<file path="config.mk">
export PLATFORM = sky130hd
export DESIGN_NAME = branch_resolver_flat
export DESIGN_NICKNAME = d
export VERILOG_FILES = /design/src/rtl/cpu_bp_pkg.sv /design/src/rtl/branch_resolver_if.sv /design/src/rtl/br_cond_unit.sv /design/src/rtl/branch_resolver.sv /design/src/flat_wrapper.sv
export SDC_FILE = /design/constraint.sdc
export NUM_CORES = 1
export LEC_CHECK = 0
export ABC_AREA = 1
export BUFFER_PORTS_ARGS = -buffer_cell sky130_fd_sc_hd__buf_2
export CAP_MARGIN = 20
export CORE_MARGIN = 1
export CORE_UTILIZATION = 57
export CTS_BUF_LIST = sky130_fd_sc_hd__clkbuf_2
export CTS_CLUSTER_SIZE = 12
export DETAILED_ROUTE_END_ITERATION = 6
export PLACE_DENSITY = 0.85
export SLEW_MARGIN = 20
export SYNTH_ARGS = -nofsm -noshare
export SYNTH_HDL_FRONTEND = slang
export SYNTH_SLANG_ARGS = --single-unit
</file>
<file path="constraint.sdc">
create_clock -name clk -period 4.79 [get_ports clk]
set_input_delay 0.7185 -clock clk [delete_from_list [all_inputs] [get_ports clk]]
set_output_delay 0.7185 -clock clk [all_outputs]
set_load 0.005 [all_outputs]
</file>
<file path="src/rtl/cpu_bp_pkg.sv">
// Types and constants shared between the IF-stage branch predictor and the
// EXE-stage branch resolver.
package cpu_bp_pkg;

  // Branch/jump operation decoded in ID and carried into EXE.
  typedef enum logic [3:0] {
    BR_NONE   = 4'd0,
    BR_BEQ    = 4'd1,
    BR_BNE    = 4'd2,
    BR_BGEZ   = 4'd3,
    BR_BGTZ   = 4'd4,
    BR_BLEZ   = 4'd5,
    BR_BLTZ   = 4'd6,
    BR_J      = 4'd7,
    BR_JAL    = 4'd8,
    BR_JR     = 4'd9,
    BR_JALR   = 4'd10,
    BR_BGEZAL = 4'd11,
    BR_BLTZAL = 4'd12
  } BrOp_t;

  // Branch class used by the BHT/RAS.
  typedef logic [2:0] BType_t;
  localparam BType_t BIsNone = 3'd0;
  localparam BType_t BIsCall = 3'd1;
  localparam BType_t BIsRetn = 3'd2;
  localparam BType_t BIsBran = 3'd3;
  localparam BType_t BIsJump = 3'd4;

  // Two-bit saturating predictor counter states.
  typedef logic [1:0] BCount_t;
  localparam BCount_t T   = 2'b11;
  localparam BCount_t WT  = 2'b10;
  localparam BCount_t WNT = 2'b01;
  localparam BCount_t NT  = 2'b00;

  // Prediction made in IF and carried down the pipe.
  typedef struct packed {
    logic        Valid;
    logic        Hit;
    BType_t      Type;
    logic        IsTaken;
    logic [31:0] Target;
    BCount_t     Count;
  } PResult;

  // Resolved outcome sent back to train the predictor.
  typedef struct packed {
    logic        Valid;
    logic [31:0] PC;
    logic [31:0] Target;
    BType_t      Type;
    logic        IsTaken;
    logic        Hit;
    BCount_t     Count;
  } BResult;

endpackage

</file>
<file path="src/rtl/branch_resolver_if.sv">
// EXE-stage branch bus: instruction/prediction in, training record and
// front-end redirect out.
interface branch_resolver_if;
  import cpu_bp_pkg::*;

  logic        EXE_Wr;
  logic        EXE_Valid;
  logic        EXE_Flush;
  logic [31:0] EXE_PC;
  BrOp_t       EXE_BrOp;
  logic [31:0] EXE_RsData;
  logic [31:0] EXE_RtData;
  logic [15:0] EXE_Imm16;
  logic [25:0] EXE_Instr26;
  PResult      EXE_PResult;
  logic        ID_Valid;
  BResult      EXE_BResult;
  logic        Redirect_Valid;
  logic [31:0] Redirect_PC;
  logic        IF_Flush;

  // Pipeline side: drives the EXE instruction, consumes redirect/training.
  modport master (
    output EXE_Wr, EXE_Valid, EXE_Flush, EXE_PC, EXE_BrOp, EXE_RsData,
           EXE_RtData, EXE_Imm16, EXE_Instr26, EXE_PResult, ID_Valid,
    input  EXE_BResult, Redirect_Valid, Redirect_PC, IF_Flush
  );

  // Resolver side.
  modport slave (
    input  EXE_Wr, EXE_Valid, EXE_Flush, EXE_PC, EXE_BrOp, EXE_RsData,
           EXE_RtData, EXE_Imm16, EXE_Instr26, EXE_PResult, ID_Valid,
    output EXE_BResult, Redirect_Valid, Redirect_PC, IF_Flush
  );

endinterface

</file>
<file path="src/rtl/br_cond_unit.sv">
// Combinational branch evaluation: actual direction, target address and
// predictor class for the instruction in EXE.
module br_cond_unit
  import cpu_bp_pkg::*;
#(
  parameter int PC_W = 32
) (
  input  BrOp_t           br_op,
  input  logic [PC_W-1:0] pc,
  input  logic [PC_W-1:0] rs_data,
  input  logic [PC_W-1:0] rt_data,
  input  logic [15:0]     imm16,
  input  logic [25:0]     instr26,
  output logic            taken,
  output logic [PC_W-1:0] target,
  output BType_t          br_type
);

  localparam logic signed [PC_W-1:0] ZERO_S = '0;

  logic signed [PC_W-1:0] rs_s;
  logic [PC_W-1:0]        pc_plus4;
  logic [PC_W-1:0]        br_off;

  assign rs_s     = rs_data;
  assign pc_plus4 = pc + PC_W'(4);
  // Word offset, sign-extended from 18 bits after the <<2.
  assign br_off   = {{(PC_W-18){imm16[15]}}, imm16, 2'b00};

  // Decode direction, target and class; all sums wrap modulo 2^PC_W.
  always_comb begin
    taken   = 1'b0;
    target  = pc_plus4 + br_off;
    br_type = BIsBran;
    case (br_op)
      BR_BEQ:               taken = (rs_data == rt_data);
      BR_BNE:               taken = (rs_data != rt_data);
      BR_BGEZ:              taken = (rs_s >= ZERO_S);
      BR_BGTZ:              taken = (rs_s >  ZERO_S);
      BR_BLEZ:              taken = (rs_s <= ZERO_S);
      BR_BLTZ:              taken = (rs_s <  ZERO_S);
      BR_BGEZAL: begin
        taken   = (rs_s >= ZERO_S);
        br_type = BIsCall;
      end
      BR_BLTZAL: begin
        taken   = (rs_s <  ZERO_S);
        br_type = BIsCall;
      end
      BR_J: begin
        taken   = 1'b1;
        target  = {pc_plus4[PC_W-1:28], instr26, 2'b00};
        br_type = BIsJump;
      end
      BR_JAL: begin
        taken   = 1'b1;
        target  = {pc_plus4[PC_W-1:28], instr26, 2'b00};
        br_type = BIsCall;
      end
      // JR only ever reaches EXE as a return; other JR forms are JALR/J.
      BR_JR: begin
        taken   = 1'b1;
        target  = rs_data;
        br_type = BIsRetn;
      end
      BR_JALR: begin
        taken   = 1'b1;
        target  = rs_data;
        br_type = BIsCall;
      end
      default: br_type = BIsNone;
    endcase
  end

endmodule

</file>
<file path="src/rtl/branch_resolver.sv">
// EXE-stage branch resolver: checks the carried prediction, emits the BHT/RAS
// training record, redirects the front end on a mispredict once the delay
// slot is safely in ID, and counts branch / mispredict events.
module branch_resolver
  import cpu_bp_pkg::*;
#(
  parameter int PC_W  = 32,
  parameter int CNT_W = 32
) (
  input  logic               clk,
  input  logic               rst,
  branch_resolver_if.slave   bus,
  output logic [CNT_W-1:0]   Br_Cnt,
  output logic [CNT_W-1:0]   Mis_Cnt
);

  typedef enum logic {ST_IDLE, ST_WAIT_DS} state_t;

  state_t          state_q, state_d;
  logic            redir_vld_q, redir_vld_d;
  logic [PC_W-1:0] redir_pc_q, redir_pc_d;
  logic [PC_W-1:0] pend_pc_q, pend_pc_d;
  BResult          bres_q, bres_d;
  logic [CNT_W-1:0] br_cnt_q, br_cnt_d;
  logic [CNT_W-1:0] mis_cnt_q, mis_cnt_d;

  logic            taken;
  logic [PC_W-1:0] target;
  BType_t          br_type;
  logic            r_evt;
  logic            mispred;
  logic [PC_W-1:0] correct_pc;

  br_cond_unit #(.PC_W(PC_W)) u_cond (
    .br_op   (bus.EXE_BrOp),
    .pc      (bus.EXE_PC),
    .rs_data (bus.EXE_RsData),
    .rt_data (bus.EXE_RtData),
    .imm16   (bus.EXE_Imm16),
    .instr26 (bus.EXE_Instr26),
    .taken   (taken),
    .target  (target),
    .br_type (br_type)
  );

  // Resolve only on the advancing edge so a stalled branch is seen once.
  assign r_evt = bus.EXE_Wr & bus.EXE_Valid & (bus.EXE_BrOp != BR_NONE) & ~bus.EXE_Flush;

  assign mispred = taken
                 ? (~bus.EXE_PResult.Valid | ~bus.EXE_PResult.IsTaken |
                    (bus.EXE_PResult.Target != target))
                 : (bus.EXE_PResult.Valid & bus.EXE_PResult.IsTaken);

  // Not-taken resumes after the delay slot.
  assign correct_pc = taken ? target : bus.EXE_PC + PC_W'(8);

  // Next-state, redirect, training record and counter updates.
  always_comb begin
    state_d     = state_q;
    redir_vld_d = 1'b0;
    redir_pc_d  = redir_pc_q;
    pend_pc_d   = pend_pc_q;
    bres_d      = bres_q;
    bres_d.Valid = 1'b0;
    br_cnt_d    = br_cnt_q + CNT_W'(r_evt);
    mis_cnt_d   = mis_cnt_q + CNT_W'(r_evt & mispred);

    if (r_evt) begin
      bres_d = BResult'{Valid: 1'b1, PC: bus.EXE_PC, Target: target, Type: br_type,
                        IsTaken: taken, Hit: bus.EXE_PResult.Hit,
                        Count: bus.EXE_PResult.Count};
    end

    if (bus.EXE_Flush) begin
      state_d = ST_IDLE;
    end else begin
      case (state_q)
        ST_IDLE: begin
          if (r_evt && mispred) begin
            if (bus.ID_Valid) begin
              redir_vld_d = 1'b1;
              redir_pc_d  = correct_pc;
            end else begin
              state_d   = ST_WAIT_DS;
              pend_pc_d = correct_pc;
            end
          end
        end
        // Hold the corrected PC until the delay slot has reached ID.
        ST_WAIT_DS: begin
          if (bus.ID_Valid) begin
            redir_vld_d = 1'b1;
            redir_pc_d  = pend_pc_q;
            state_d     = ST_IDLE;
          end
        end
        default: state_d = ST_IDLE;
      endcase
    end
  end

  // State, output and counter registers; reset also drops any pending redirect.
  always_ff @(posedge clk or negedge rst) begin
    if (!rst) begin
      state_q     <= ST_IDLE;
      redir_vld_q <= 1'b0;
      redir_pc_q  <= '0;
      pend_pc_q   <= '0;
      bres_q      <= '0;
      br_cnt_q    <= '0;
      mis_cnt_q   <= '0;
    end else begin
      state_q     <= state_d;
      redir_vld_q <= redir_vld_d;
      redir_pc_q  <= redir_pc_d;
      pend_pc_q   <= pend_pc_d;
      bres_q      <= bres_d;
      br_cnt_q    <= br_cnt_d;
      mis_cnt_q   <= mis_cnt_d;
    end
  end

  assign bus.EXE_BResult    = bres_q;
  assign bus.Redirect_Valid = redir_vld_q;
  assign bus.IF_Flush       = redir_vld_q;
  assign bus.Redirect_PC    = redir_pc_q;
  assign Br_Cnt             = br_cnt_q;
  assign Mis_Cnt            = mis_cnt_q;

  // A branch in the delay slot of a pending mispredict is illegal code.
  a_no_branch_in_ds: assert property (@(posedge clk) disable iff (!rst)
    (state_q == ST_WAIT_DS) |-> !r_evt);

endmodule

</file>
<file path="src/flat_wrapper.sv">
// flat-port wrapper written by rule: the top's interface ports become plain ports
module branch_resolver_flat import cpu_bp_pkg::*;
#(
  parameter int PC_W  = 32,
  parameter int CNT_W = 32
)
  (clk, rst, Br_Cnt, Mis_Cnt, bus_EXE_Wr, bus_EXE_Valid, bus_EXE_Flush, bus_EXE_PC, bus_EXE_BrOp, bus_EXE_RsData, bus_EXE_RtData, bus_EXE_Imm16, bus_EXE_Instr26, bus_EXE_PResult, bus_ID_Valid, bus_EXE_BResult, bus_Redirect_Valid, bus_Redirect_PC, bus_IF_Flush);
  branch_resolver_if bus_i ();
  input  logic clk;
  input  logic rst;
  output logic [CNT_W-1:0] Br_Cnt;
  output logic [CNT_W-1:0] Mis_Cnt;
  input wire logic [$bits(bus_i.EXE_Wr)-1:0] bus_EXE_Wr;
  input wire logic [$bits(bus_i.EXE_Valid)-1:0] bus_EXE_Valid;
  input wire logic [$bits(bus_i.EXE_Flush)-1:0] bus_EXE_Flush;
  input wire logic [$bits(bus_i.EXE_PC)-1:0] bus_EXE_PC;
  input wire logic [$bits(bus_i.EXE_BrOp)-1:0] bus_EXE_BrOp;
  input wire logic [$bits(bus_i.EXE_RsData)-1:0] bus_EXE_RsData;
  input wire logic [$bits(bus_i.EXE_RtData)-1:0] bus_EXE_RtData;
  input wire logic [$bits(bus_i.EXE_Imm16)-1:0] bus_EXE_Imm16;
  input wire logic [$bits(bus_i.EXE_Instr26)-1:0] bus_EXE_Instr26;
  input wire logic [$bits(bus_i.EXE_PResult)-1:0] bus_EXE_PResult;
  input wire logic [$bits(bus_i.ID_Valid)-1:0] bus_ID_Valid;
  output wire logic [$bits(bus_i.EXE_BResult)-1:0] bus_EXE_BResult;
  output wire logic [$bits(bus_i.Redirect_Valid)-1:0] bus_Redirect_Valid;
  output wire logic [$bits(bus_i.Redirect_PC)-1:0] bus_Redirect_PC;
  output wire logic [$bits(bus_i.IF_Flush)-1:0] bus_IF_Flush;
  assign bus_i.EXE_Wr = bus_EXE_Wr;
  assign bus_i.EXE_Valid = bus_EXE_Valid;
  assign bus_i.EXE_Flush = bus_EXE_Flush;
  assign bus_i.EXE_PC = bus_EXE_PC;
  assign bus_i.EXE_BrOp = bus_EXE_BrOp;
  assign bus_i.EXE_RsData = bus_EXE_RsData;
  assign bus_i.EXE_RtData = bus_EXE_RtData;
  assign bus_i.EXE_Imm16 = bus_EXE_Imm16;
  assign bus_i.EXE_Instr26 = bus_EXE_Instr26;
  assign bus_i.EXE_PResult = bus_EXE_PResult;
  assign bus_i.ID_Valid = bus_ID_Valid;
  assign bus_EXE_BResult = bus_i.EXE_BResult;
  assign bus_Redirect_Valid = bus_i.Redirect_Valid;
  assign bus_Redirect_PC = bus_i.Redirect_PC;
  assign bus_IF_Flush = bus_i.IF_Flush;
  branch_resolver #(.PC_W(PC_W), .CNT_W(CNT_W)) u_core (.clk(clk), .rst(rst), .bus(bus_i), .Br_Cnt(Br_Cnt), .Mis_Cnt(Mis_Cnt));
endmodule
</file>
==> flow_metrics.tcl, run 1 <==
set metrics [dict create \
    postSynthAreaPerCell_um2 6.609 \
    io-pin-count 358 \
    track_usage_pct 73.57 \
    numCtsBuffers 50 \
    ctsRootBufferMaster "clkbuf_2" \
    numClockSinks 202 \
    die_h_um 158.9 \
    port_buffers 354 \
    postGrtWorstEndpoint "u_core.Mis_Cnt[30]$_DFF_PN0_/D" \
    grt_max_degree 134 \
    cts_hold_buf 0 \
    synth_top_flop_cell "dfrtp_1" \
    synth.net_count 2348 \
    htree_num_levels 2 \
    grt_remaining_overflow 24 \
    synth_seq_cells 202 \
    hpwl_um 46180 \
    place_congestion 1.055 \
    core.rowCount 57 \
    yosysUniqueCellTypes 37 \
    synthArstFlopShare_pct 100.0 \
    synth_edf_count 0 \
    syn_area_um2 14040 \
    error_line "[ERROR GRT-0232] Routing congestion too high. Check the congestion heatmap in the GUI." \
    syn_inst 2124 \
    outcome "did not finish" \
    start_util_pct 57.89 \
    endpoint_type "sequential cell input" \
    yosysWarnings 0 \
    die-width_um 158.9 \
    ys_seq_area_share_pct 36.01 \
    lastStage "global routing" \
    clock_path_buffers 3 \
]
==> metrics by stage <==
stage | hold WS [ns] | std cells | worst slack [ns] | instance area, um^2
floorplan | 0.4229 | 2124 | -0.7278 | 14220
CTS | 0.03252 | 3137 | -0.06734 | 19530
detailed placement | 0.4586 | 3008 | -1.566 | 18180
global placement | 0.4506 | 3008 | -1.440 | 18180
==> cells by family after synthesis <==
logic type | share of synthesized area (%)
and+or+nand+nor | 37.85
DFF | 36.01
AOI/OAI and AO/OA | 6.319
xor gates and xnor gates | 7.799
adders and majority gates | 3.262
buffers and inverters | 8.761
==> routing by layer <==
layer / GRT overflow / GRT usage, %
met5: 0 / 28.03
met4: 6 / 74.21
met1: 0 / 72.46
met3: 2 / 57.23
met2: 16 / 91.87
==> cell usage after synthesis (all sizes together) (23+ instances only) <==
master	count	area (um^2)
nand2	832	3138
inv	248	930.9
dfrtp	202	5055
nand3	197	991.0
nor2	174	673.1
o21ai	103	515.5
xor2	69	604.3
xnor2	56	490.5
a21oi	39	195.2
clkbuf	37	140.1
ha	35	437.9
nor3	28	140.1
buf	24	158.9
nand4	23	143.9
==> what timing repair did <==
action,in CTS
resized for setup,152
setup endpoints to repair,13
buffers inserted,39
pin swaps,65
==> run 2: changes to the inputs <==
--- a/config.mk
+++ b/config.mk
@@ -9,11 +9,9 @@
 export BUFFER_PORTS_ARGS = -buffer_cell sky130_fd_sc_hd__buf_2
 export CAP_MARGIN = 20
 export CORE_MARGIN = 1
-export CORE_UTILIZATION = 57
-export CTS_BUF_LIST = sky130_fd_sc_hd__clkbuf_2
-export CTS_CLUSTER_SIZE = 12
+export CORE_UTILIZATION = 40
 export DETAILED_ROUTE_END_ITERATION = 6
-export PLACE_DENSITY = 0.85
+export PLACE_DENSITY_LB_ADDON = 0.15
 export SLEW_MARGIN = 20
 export SYNTH_ARGS = -nofsm -noshare
 export SYNTH_HDL_FRONTEND = slang
==> run 2 against run 1 <==
  * The flow now finishes, with violations (negative setup slack)
  * Synthesized cell count is the same
  * Synthesized area is the same
==> flow_metrics.tcl, run 2 <==
set metrics [dict create \
    outcome "finished, violations left" \
    violations "negative setup slack" \
    worst_ep_required_time_ns 5.25 \
    cpMaxStageDelayCell "ha_4" \
    vias 16520 \
    dr.pass1.iters 5 \
    clkTransAtPathRegs_ns 0.06 \
    yosys.area.top_type "dfrtp_1" \
    core.rowCount 68 \
    worstSetupPathType "input pin to register" \
    diodes 0 \
    relSlewSlack_pct 40.70 \
    drtAntennaViolNets 0 \
    drtIter0Drc 982 \
    arrival_ns 5.79 \
    maxCapViolCount 0 \
    die-width_um 189.3 \
    synth_seq_cells 202 \
    grt_pass1_wl_um 87780 \
    p_leak_uw 0.01177 \
    synth.most_common_cell "nand2_1" \
    start_util_pct 40.64 \
    grt_remaining_overflow 0 \
    synth_edf_count 0 \
    dieArea_um2 35850 \
    rr_startpoint "u_core.Br_Cnt[0]" \
    final_max_slew_viol_count 0 \
    clock.fmax_mhz 187.6 \
    htree_num_levels 1 \
    place_congestion 0.9560 \
    setup_ws_ns -0.5409 \
    final_common_cell "nand2_1" \
    ys_seq_area_share_pct 36.01 \
    period_needed_ns 5.331 \
    most-common-layout-cells "nand2_1, buf_4, buf_2" \
    crit_path_start "bus_EXE_PC[4]" \
    layout.nets 3070 \
    grt_pass1_vias 15920 \
    cp-start-kind "input pin" \
    holdWs_ns 0.2578 \
    hpwl_um 46250 \
    hold_viol_final 0 \
    synth_area_leaders "dfrtp_1, nand2_1, nand3_1" \
    synth_top_flop_cell "dfrtp_1" \
    hp-class "input pin to asynchronous set/reset pin" \
    die_h_um 189.3 \
    tightestPinTransition_ns 0.8894 \
    syn_inst 2124 \
    clock_skew_ns 0.01699 \
    layout_worst_path_cycle_share_pct 111.3 \
    crit_top_cell "nand2_1" \
    synthArstFlopShare_pct 100.0 \
    yosysWarnings 0 \
    synthToLayoutAreaGrowth_pct 50.79 \
    ctsRootBufferMaster "clkbuf_16" \
    rsz0062_at_grt "true" \
    endpoint_kind "register" \
    yosysTopAreaCellShare_pct 36.01 \
    largest_reg_flops 72 \
    yosysUniqueCellTypes 37 \
    max-vdd-ir-drop_mv 0.2627 \
    numCtsBuffers 24 \
    core_um2 34540 \
    tritoncts "yes" \
    synth.net_count 2348 \
    drt-total-wl_um 57950 \
    wl_per_cell_um 17.46 \
    postSynthAreaPerCell_um2 6.609 \
    io-pin-count 358 \
    worstPathMaxFanout 4 \
    track_usage_pct 31.79 \
    clock_latency_ns 0.53 \
    setup_viol 13 \
    synth_commonest_cells "nand2_1, inv_1, dfrtp_1" \
    port_buffers 354 \
    slowest_delay_ns 0.30 \
    drc 0 \
    p_total_uw 6403 \
    antenna_found_initial 2 \
    syn_area_um2 14040 \
    cellPowerDensity_nw_per_um2 302.5 \
    grt_max_degree 106 \
    clock_path_buffers 3 \
    viasPerCell 4.977 \
    numClockSinks 202 \
    drive_gt1_share_pct 35.09 \
]
run 2: area by class of cell:
| class | instances | area [um^2] |
|---|---|---|
| Clock buffer | 34 | 698.2 |
| Clock inverter | 10 | 153.9 |
| Fill cell | 3261 | 13370 |
| Inverter | 248 | 937.1 |
| Multi-Input combinational cell | 1613 | 8790 |
| Sequential cell | 202 | 5055 |
| Tap cell | 455 | 569.3 |
| Timing Repair Buffer | 757 | 4966 |
run 2: cells by family after synthesis:
kind of cell / synth area share, %
and+or+nand+nor: 37.85
adders and majority gates: 3.262
AOI/OAI and AO/OA: 6.319
buffers and inverters: 8.761
xor gates and xnor gates: 7.799
DFF: 36.01
run 2: worst paths after layout:
path | end | depth (start not counted) | slack [ns]
max in group asynchronous | u_core.bus.EXE_BResult[28] | 2 | 3.34
min reg2reg | u_core.bus.Redirect_PC[18] | 2 | 0.46
min | u_core.Br_Cnt[7] | 1 | 0.26
min in group clk | u_core.bus.EXE_BResult[1] | 3 | 0.40
max reg2reg | u_core.Br_Cnt[30] | 14 | 1.74
max | u_core.Mis_Cnt[30] | 46 | -0.54
run 2: power by group:
| group | total, uW | internal, uW | switching (uW) |
|---|---|---|---|
| Combinational | 2200 | 990 | 1210 |
| Clock | 1970 | 1190 | 782 |
| Sequential | 2230 | 2020 | 210 |
| Total | 6400 | 4200 | 2210 |
run 2: worst max-delay path: cells and delay by family:
kind / cells / cell delay, ns
AND/OR/NAND/NOR: 26 / 2.65
adder cells (fa/ha/maj): 4 / 0.73
AO/OA/AOI/OAI: 2 / 0.18
XOR/XNOR: 2 / 0.33
buffers and inverters: 12 / 1.14
run 2: per-stage QoR:
stage / instances / util, % / setup TNS, ns / cell area [um^2] / worst slack [ns]
after floorplan: 2124 / - / -5.645 / 14220 / -0.7278
after global placement: 3210 / 54.64 / -43.31 / 18870 / -1.488
after detailed placement: 3210 / 54.64 / -50.53 / 18870 / -1.579
after CTS: 3327 / 60.67 / -4.028 / 20960 / -0.3587
after global routing: 3319 / 61.28 / -9.133 / 21170 / -0.9323
final: 3319 / 61.28 / -4.520 / 21170 / -0.5409
run 2: timing repair:
item,4_1_cts,5_1_grt
setup endpoints to repair,23,29
hold buffers,0,0
resized for setup,151,67
buffers inserted,75,9
cloned,0,0
pin swaps,61,61
run 2: per-layer routing:
layer | part of all wire [%] | global-route usage (%) | vias up
met3 | 5.8 | 4.059 | 127
met4 | 5.2 | 15.94 | 0
li1 | - | - | 8115
met5 | 0 | 0 | -
met2 | 47 | 53.52 | 606
met1 | 42 | 39.99 | 7671
Power figures use the tool's default switching activity.
==> run 3: changes to the inputs <==
--- a/config.mk
+++ b/config.mk
@@ -15,4 +15,5 @@
 export SLEW_MARGIN = 20
 export SYNTH_ARGS = -nofsm -noshare
 export SYNTH_HDL_FRONTEND = slang
+export SYNTH_HIERARCHICAL = 1
 export SYNTH_SLANG_ARGS = --single-unit
==> run 3 against run 2 <==
  * The run ends with design-rule violations left
  * Clock power shrank 6%
  * Highest routed layer is now met5
  * Power shrank 3.8%
  * Largest power group unchanged
  * Sequential share of layout area is 1.2 points higher
  * Via count shrank 2.3%
==> flow_metrics.tcl, run 3 <==
set metrics [dict create \
    outcome "finished, violations left" \
    violations "design-rule violations" \
    track_usage_pct 29.86 \
    grt_pass1_wl_um 84280 \
    viasPerCell 5.073 \
    drtAntennaViolNets 0 \
    tritoncts "yes" \
    synth_commonest_cells "nand2_1, inv_1, dfrtp_1" \
    reg2regPathDepth 10 \
    ctsRootBufferMaster "clkbuf_16" \
    antenna_found_initial 3 \
    yosysUniqueCellTypes 50 \
    power.internal_uw 4054 \
    yosysTopAreaCellShare_pct 35.03 \
    port_buffers 354 \
    maxCapViolCount 0 \
    largest_reg_flops 72 \
    synth_top_flop_cell "dfrtp_1" \
    hold_viol_final 0 \
    period_needed_ns 4.637 \
    tightestPinTransition_ns 1.092 \
    synth_edf_count 0 \
    syn_inst 2158 \
    drtIter0Drc 1030 \
    synth.most_common_cell "nand2_1" \
    synth_seq_cells 202 \
    fillerInstances 3518 \
    synth_area_leaders "dfrtp_1, nand2_1, nand3_1" \
    core_um2 35570 \
    clock_skew_ns 0.01948 \
    reg2reg_slack_ns 2.52 \
    endpoint_kind "register" \
    critPathTopFamily "simple AND/OR/NAND/NOR gates" \
    max-vdd-ir-drop_mv 0.2889 \
    hp-class "input pin to asynchronous set/reset pin" \
    cts_hold_buf 0 \
    arrival_ns 5.07 \
    worst_ep_required_time_ns 5.23 \
    holdWs_ns 0.3008 \
    cpMaxStageDelayCell "xor2_1" \
    hpwl_um 45850 \
    p_leak_uw 0.01081 \
    worstPathMaxFanout 4 \
    p_total_uw 6162 \
    synthToLayoutAreaGrowth_pct 39.52 \
    die-width_um 191.9 \
    vias 16140 \
    clock_path_buffers 3 \
    crit_top_cell "nand2_1" \
    worstSetupPathType "input pin to register" \
    switching_share_pct 34.22 \
    cp-start-kind "input pin" \
    numCtsBuffers 23 \
    clkPwrFrac_pct 30.0 \
    drt-total-wl_um 56780 \
    slowest_delay_ns 0.33 \
    ys_seq_area_share_pct 35.03 \
    postSynthAreaPerCell_um2 6.686 \
    clock.fmax_mhz 215.6 \
    layout_worst_path_cycle_share_pct 96.81 \
    io-pin-count 358 \
    grt_pass1_vias 15290 \
    wl_per_cell_um 17.85 \
    diodes 0 \
    synthArstFlopShare_pct 100.0 \
    grt_remaining_overflow 0 \
    cp_num_buf_inv 6 \
    htree_num_levels 1 \
    crit_cells 36 \
    core.rowCount 69 \
    dieArea_um2 36840 \
    final_common_cell "nand2_1" \
    place_congestion 0.9690 \
    synth.net_count 2386 \
    grt_max_degree 128 \
    setup_viol 0 \
    dr.pass1.iters 7 \
    most-common-layout-cells "nand2_1, buf_2, inv_1" \
    final_max_slew_viol_count 0 \
    combPwrFrac_pct 33.2 \
    drc 4 \
    rsz0062_at_grt "true" \
    start_util_pct 40.57 \
    relSlewSlack_pct 26.91 \
    yosys.area.top_type "dfrtp_1" \
    yosysWarnings 6 \
    cellPowerDensity_nw_per_um2 306.1 \
    syn_area_um2 14430 \
    layout.nets 2934 \
    numClockSinks 202 \
    p_sw_uw 2109 \
    die_h_um 191.9 \
    seqPwrFrac_pct 36.9 \
    clock_latency_ns 0.51 \
    clkTransAtPathRegs_ns 0.06 \
    drive_gt1_share_pct 31.95 \
]
run 3: changes by cell type in the layout (fill, tap and decap cells not counted), moves of 11 or more:
cell / previous run / this run
or2_2: 1 / 13
o21ai_0: 93 / 113
nand3b_1: 22 / 8
a21oi_1: 26 / 14
buf_4: 390 / 218
nor2_1: 133 / 149
a21oi_2: 12 / 29
a31oi_1: 13 / 2
nand2_1: 779 / 746
run 3: worst reg2reg max path: stages, from the launching register on:
cell and delay, ns:
dfrtp_1 0.37, ha_1 0.18, ha_1 0.18, nand2_1 0.08, nor2_1 0.23, nand2_1 0.13, nor2_1 0.23, nand3_1 0.24
nor3_2 0.23, nand4_1 0.13, xor2_1 0.16
run 3: timing repair:
| item | CTS | global route |
|---|---|---|
| setup endpoints to repair | 29 | 75 |
| buffers inserted | 2 | 13 |
| resized for setup | 28 | 233 |
| pin swaps | 5 | 90 |
run 3: layer usage:
layer  wire length, um  track usage, %  up-vias
met5                13               0        -
met4              2584           13.31        2
met3              3284           4.202      121
met2             27030           50.42      559
met1             23870           37.69     7553
li1                  -               -     7903
run 3: path summary, 6_finish.rpt:
path                                              to                start
setup / recovery                  u_core/Mis_Cnt[27]       bus_EXE_PC[13]
hold / removal                     u_core/Br_Cnt[15]                  rst
setup reg to reg                   u_core/Br_Cnt[30]     u_core/Br_Cnt[0]
hold reg to reg                   u_core/Mis_Cnt[31]   u_core/Mis_Cnt[31]
max in group asynchronous       u_core/pend_pc_q[24]                  rst
min in group clk           u_core/bus.EXE_BResult[2]  bus_EXE_PResult[38]
run 3: kinds of logic after synthesis:
kind of cell / synth area share [%]
AOI/OAI and AO/OA: 7.995
xor gates and xnor gates: 7.648
adders and majority gates: 3.521
buffers and inverters: 8.437
DFF: 35.03
and+or+nand+nor: 37.37
run 3: final cells by class:
cell class,instances,area [um^2],area share [%]
tap,461,576.8,2.865
timing repair buffer,576,3540,17.58
clock inverter,6,112.6,0.5594
inverter,244,923.4,4.587
sequential,202,5055,25.11
multi-input combinational,1659,9251,45.95
clock buffer,33,673.1,3.344
run 3: metrics by stage:
step,setup TNS [ns],instances,setup WS (ns),utilization (%),area (um^2)
finish,0,3181,0.1528,56.60,20130
global route,-0.2536,3181,-0.1152,56.60,20130
CTS,0,3169,0.03366,53.50,19030
detailed placement,-28.84,3128,-0.6579,50.92,18110
global placement,-30.67,3128,-0.6709,50.92,18110
floorplan,0,2158,0.1928,-,14430
run 3: power groups by stage:
stage	sequential, uW	clock, uW	combinational (uW)
floorplan	2280	0	872
global placement	2280	0	1840
detailed placement	2290	0	1870
CTS	2270	1880	1890
global route	2320	1950	2260
finish	2270	1850	2040
==> run 4: changes to the inputs <==
--- a/config.mk
+++ b/config.mk
@@ -10,8 +10,10 @@
 export CAP_MARGIN = 20
 export CORE_MARGIN = 1
 export CORE_UTILIZATION = 40
+export CTS_CLUSTER_SIZE = 10
 export DETAILED_ROUTE_END_ITERATION = 6
 export PLACE_DENSITY_LB_ADDON = 0.15
+export SETUP_SLACK_MARGIN = 0.5
 export SLEW_MARGIN = 20
 export SYNTH_ARGS = -nofsm -noshare
 export SYNTH_HDL_FRONTEND = slang
==> constraint.sdc (replaced) <==
create_clock -name clk -period 5.4 [get_ports clk]
set_input_delay 0.81 -clock clk [delete_from_list [all_inputs] [get_ports clk]]
set_output_delay 0.81 -clock clk [all_outputs]
set_load 0.005 [all_outputs]
==> run 4 against run 3 <==
  * Critical path depth down 3
  * First-iteration DRC count grew 8.5%
  * Via count shrank 0.43%
  * Highest routed layer unchanged
  * Power shrank 14%
  * Wire length down 1.3%
  * Clock skew grew 0.0083 ns
  * Clock power shrank 20%
  * The flow now finishes without violations
==> flow_metrics.tcl, run 4 (same netlist as run 3, synthesis figures left out) <==
set metrics [dict create \
    outcome "finished, final reports clean" \
    cpMaxStageDelayCell "a21oi_1" \
    layout.nets 2929 \
    clkTransAtPathRegs_ns 0.08 \
    p_total_uw 5286 \
    numCtsBuffers 25 \
    final_area_um2 19880 \
    drc 0 \
    vias 16070 \
    clock_path_buffers 3 \
    ctsRootBufferMaster "clkbuf_16" \
    hpwl_um 44960 \
    clock_latency_ns 0.53 \
    drt-total-wl_um 56060 \
    start_util_pct 40.57 \
    io-pin-count 358 \
    port_buffers 354 \
    maxCapViolCount 0 \
    setup_viol 0 \
    grt_remaining_overflow 0 \
    core_um2 35570 \
    drtIter0Drc 1118 \
    period_needed_ns 4.742 \
    relSlewSlack_pct 36.99 \
    hp-class "input pin to asynchronous set/reset pin" \
    crit_top_cell "nand2_2" \
    worstPathMaxFanout 5 \
    worst_ep_required_time_ns 5.85 \
    die-width_um 191.9 \
    rsz0062_at_grt "true" \
    cp-start-kind "input pin" \
    tightestPinTransition_ns 0.9452 \
    slowest_delay_ns 0.32 \
    synthToLayoutAreaGrowth_pct 37.81 \
    antenna_found_initial 2 \
    grt_pass1_vias 15000 \
    layout_worst_path_cycle_share_pct 87.81 \
    p_leak_uw 0.01071 \
    htree_num_levels 1 \
    grt_max_degree 124 \
    fin_util_pct 55.90 \
    endpoint_kind "register" \
    drtAntennaViolNets 0 \
    final_common_cell "nand2_1" \
    hold_viol_final 0 \
    most-common-layout-cells "nand2_1, buf_2, inv_1" \
    numClockSinks 202 \
    place_congestion 0.9709 \
    grt_pass1_wl_um 82530 \
    placed_cell_area_um2 17990 \
    viasPerCell 5.067 \
    final_max_slew_viol_count 0 \
    arrival_ns 5.19 \
    cellPowerDensity_nw_per_um2 265.8 \
    largest_reg_flops 72 \
    cts_hold_buf 0 \
    core.rowCount 69 \
    max-vdd-ir-drop_mv 0.2254 \
    worstSetupPathType "input pin to register" \
    die_h_um 191.9 \
    clock_skew_ns 0.02776 \
    dr.pass1.iters 5 \
    drive_gt1_share_pct 30.83 \
    dieArea_um2 36840 \
    reg2regPathDepth 10 \
    clock.fmax_mhz 210.9 \
    track_usage_pct 29.34 \
    wl_per_cell_um 17.68 \
    tritoncts "yes" \
]
[run 4: changes by cell type in the layout (fill, tap and decap cells not counted), moves of 3 or more]
cell       before  now
nor2_1        149  154
nand2_1       746  757
xor2_1         58   61
o21ai_1        11    8
a21oi_2        29   24
xor2_2          6    3
nor2_4         17   14
a21oi_1        14   18
buf_4         218  210
nand2_2        55   43
bufinv_16       3    0
clkbuf_8        7    2
[run 4: path summary, 6_finish.rpt]
| kind | startpoint | to | slack (ns) |
|---|---|---|---|
| worst max register to register | u_core/Br_Cnt[0] | u_core/Br_Cnt[30] | 3.12 |
| worst min-delay path | rst | u_core/bus.EXE_BResult[23] | 0.40 |
| min in group clk | u_core/bus.Redirect_PC[7] | u_core/bus.Redirect_PC[7] | 0.46 |
| worst min register to register | u_core/bus.Redirect_PC[7] | u_core/bus.Redirect_PC[7] | 0.46 |
| worst max-delay path | bus_EXE_PC[9] | u_core/Mis_Cnt[18] | 0.66 |
| max in group asynchronous | rst | u_core/bus.EXE_BResult[49] | 3.94 |
[run 4: power by group]
| part | total (uW) | internal [uW] | switching [uW] | leakage [uW] |
|---|---|---|---|---|
| combinational | 1790 | 754 | 1030 | 0.00781 |
| sequential | 2020 | 1820 | 199 | 0.00257 |
| clock | 1480 | 855 | 626 | 0.000339 |
[run 4: timing repair]
| action | CTS | global route |
|---|---|---|
| gates resized for setup | 48 | 187 |
| buffers inserted | 5 | 15 |
| setup endpoints to repair | 34 | 30 |
| hold endpoints to repair | 0 | 0 |
| pin swaps | 18 | 68 |
[run 4: layout make-up]
type	count	area, um^2
antenna	2	5.005
fill	3574	15690
tap	461	576.8
multi-input combinational	1659	9161
clock buffer	30	664.4
clock inverter	4	26.28
timing repair buffer	569	3470
inverter	244	925.9
sequential	202	5055
[run 4: per-stage QoR]
step                cells  worst slack, ns  hold slack (ns)  setup TNS, ns
floorplan            2158           0.7113           0.4489              0
global placement     3114          -0.2287           0.4522         -1.760
detailed placement   3114          -0.2781           0.4538         -3.635
CTS                  3153           0.5004           0.4634              0
global route         3170           0.3787           0.4749              0
finish               3171           0.6582           0.4027              0
[run 4: worst max-delay path, delay by kind of cell]
family | cells | cell delay, ns
adder cells (fa/ha/maj) | 2 | 0.39
AND/OR/NAND/NOR | 19 | 2.20
AO/OA/AOI/OAI | 3 | 0.59
XOR/XNOR | 2 | 0.35
buffers and inverters | 7 | 0.83
[run 4: metal layers]
| metal | share of wire (%) | vias up | GRT usage [%] |
|---|---|---|---|
| li1 | - | 7904 | - |
| met1 | 43 | 7495 | 37.26 |
| met2 | 49 | 552 | 51.87 |
| met3 | 4.9 | 116 | 2.540 |
| met4 | 3.7 | 2 | 10.04 |
| met5 | 0.018 | - | 0 |
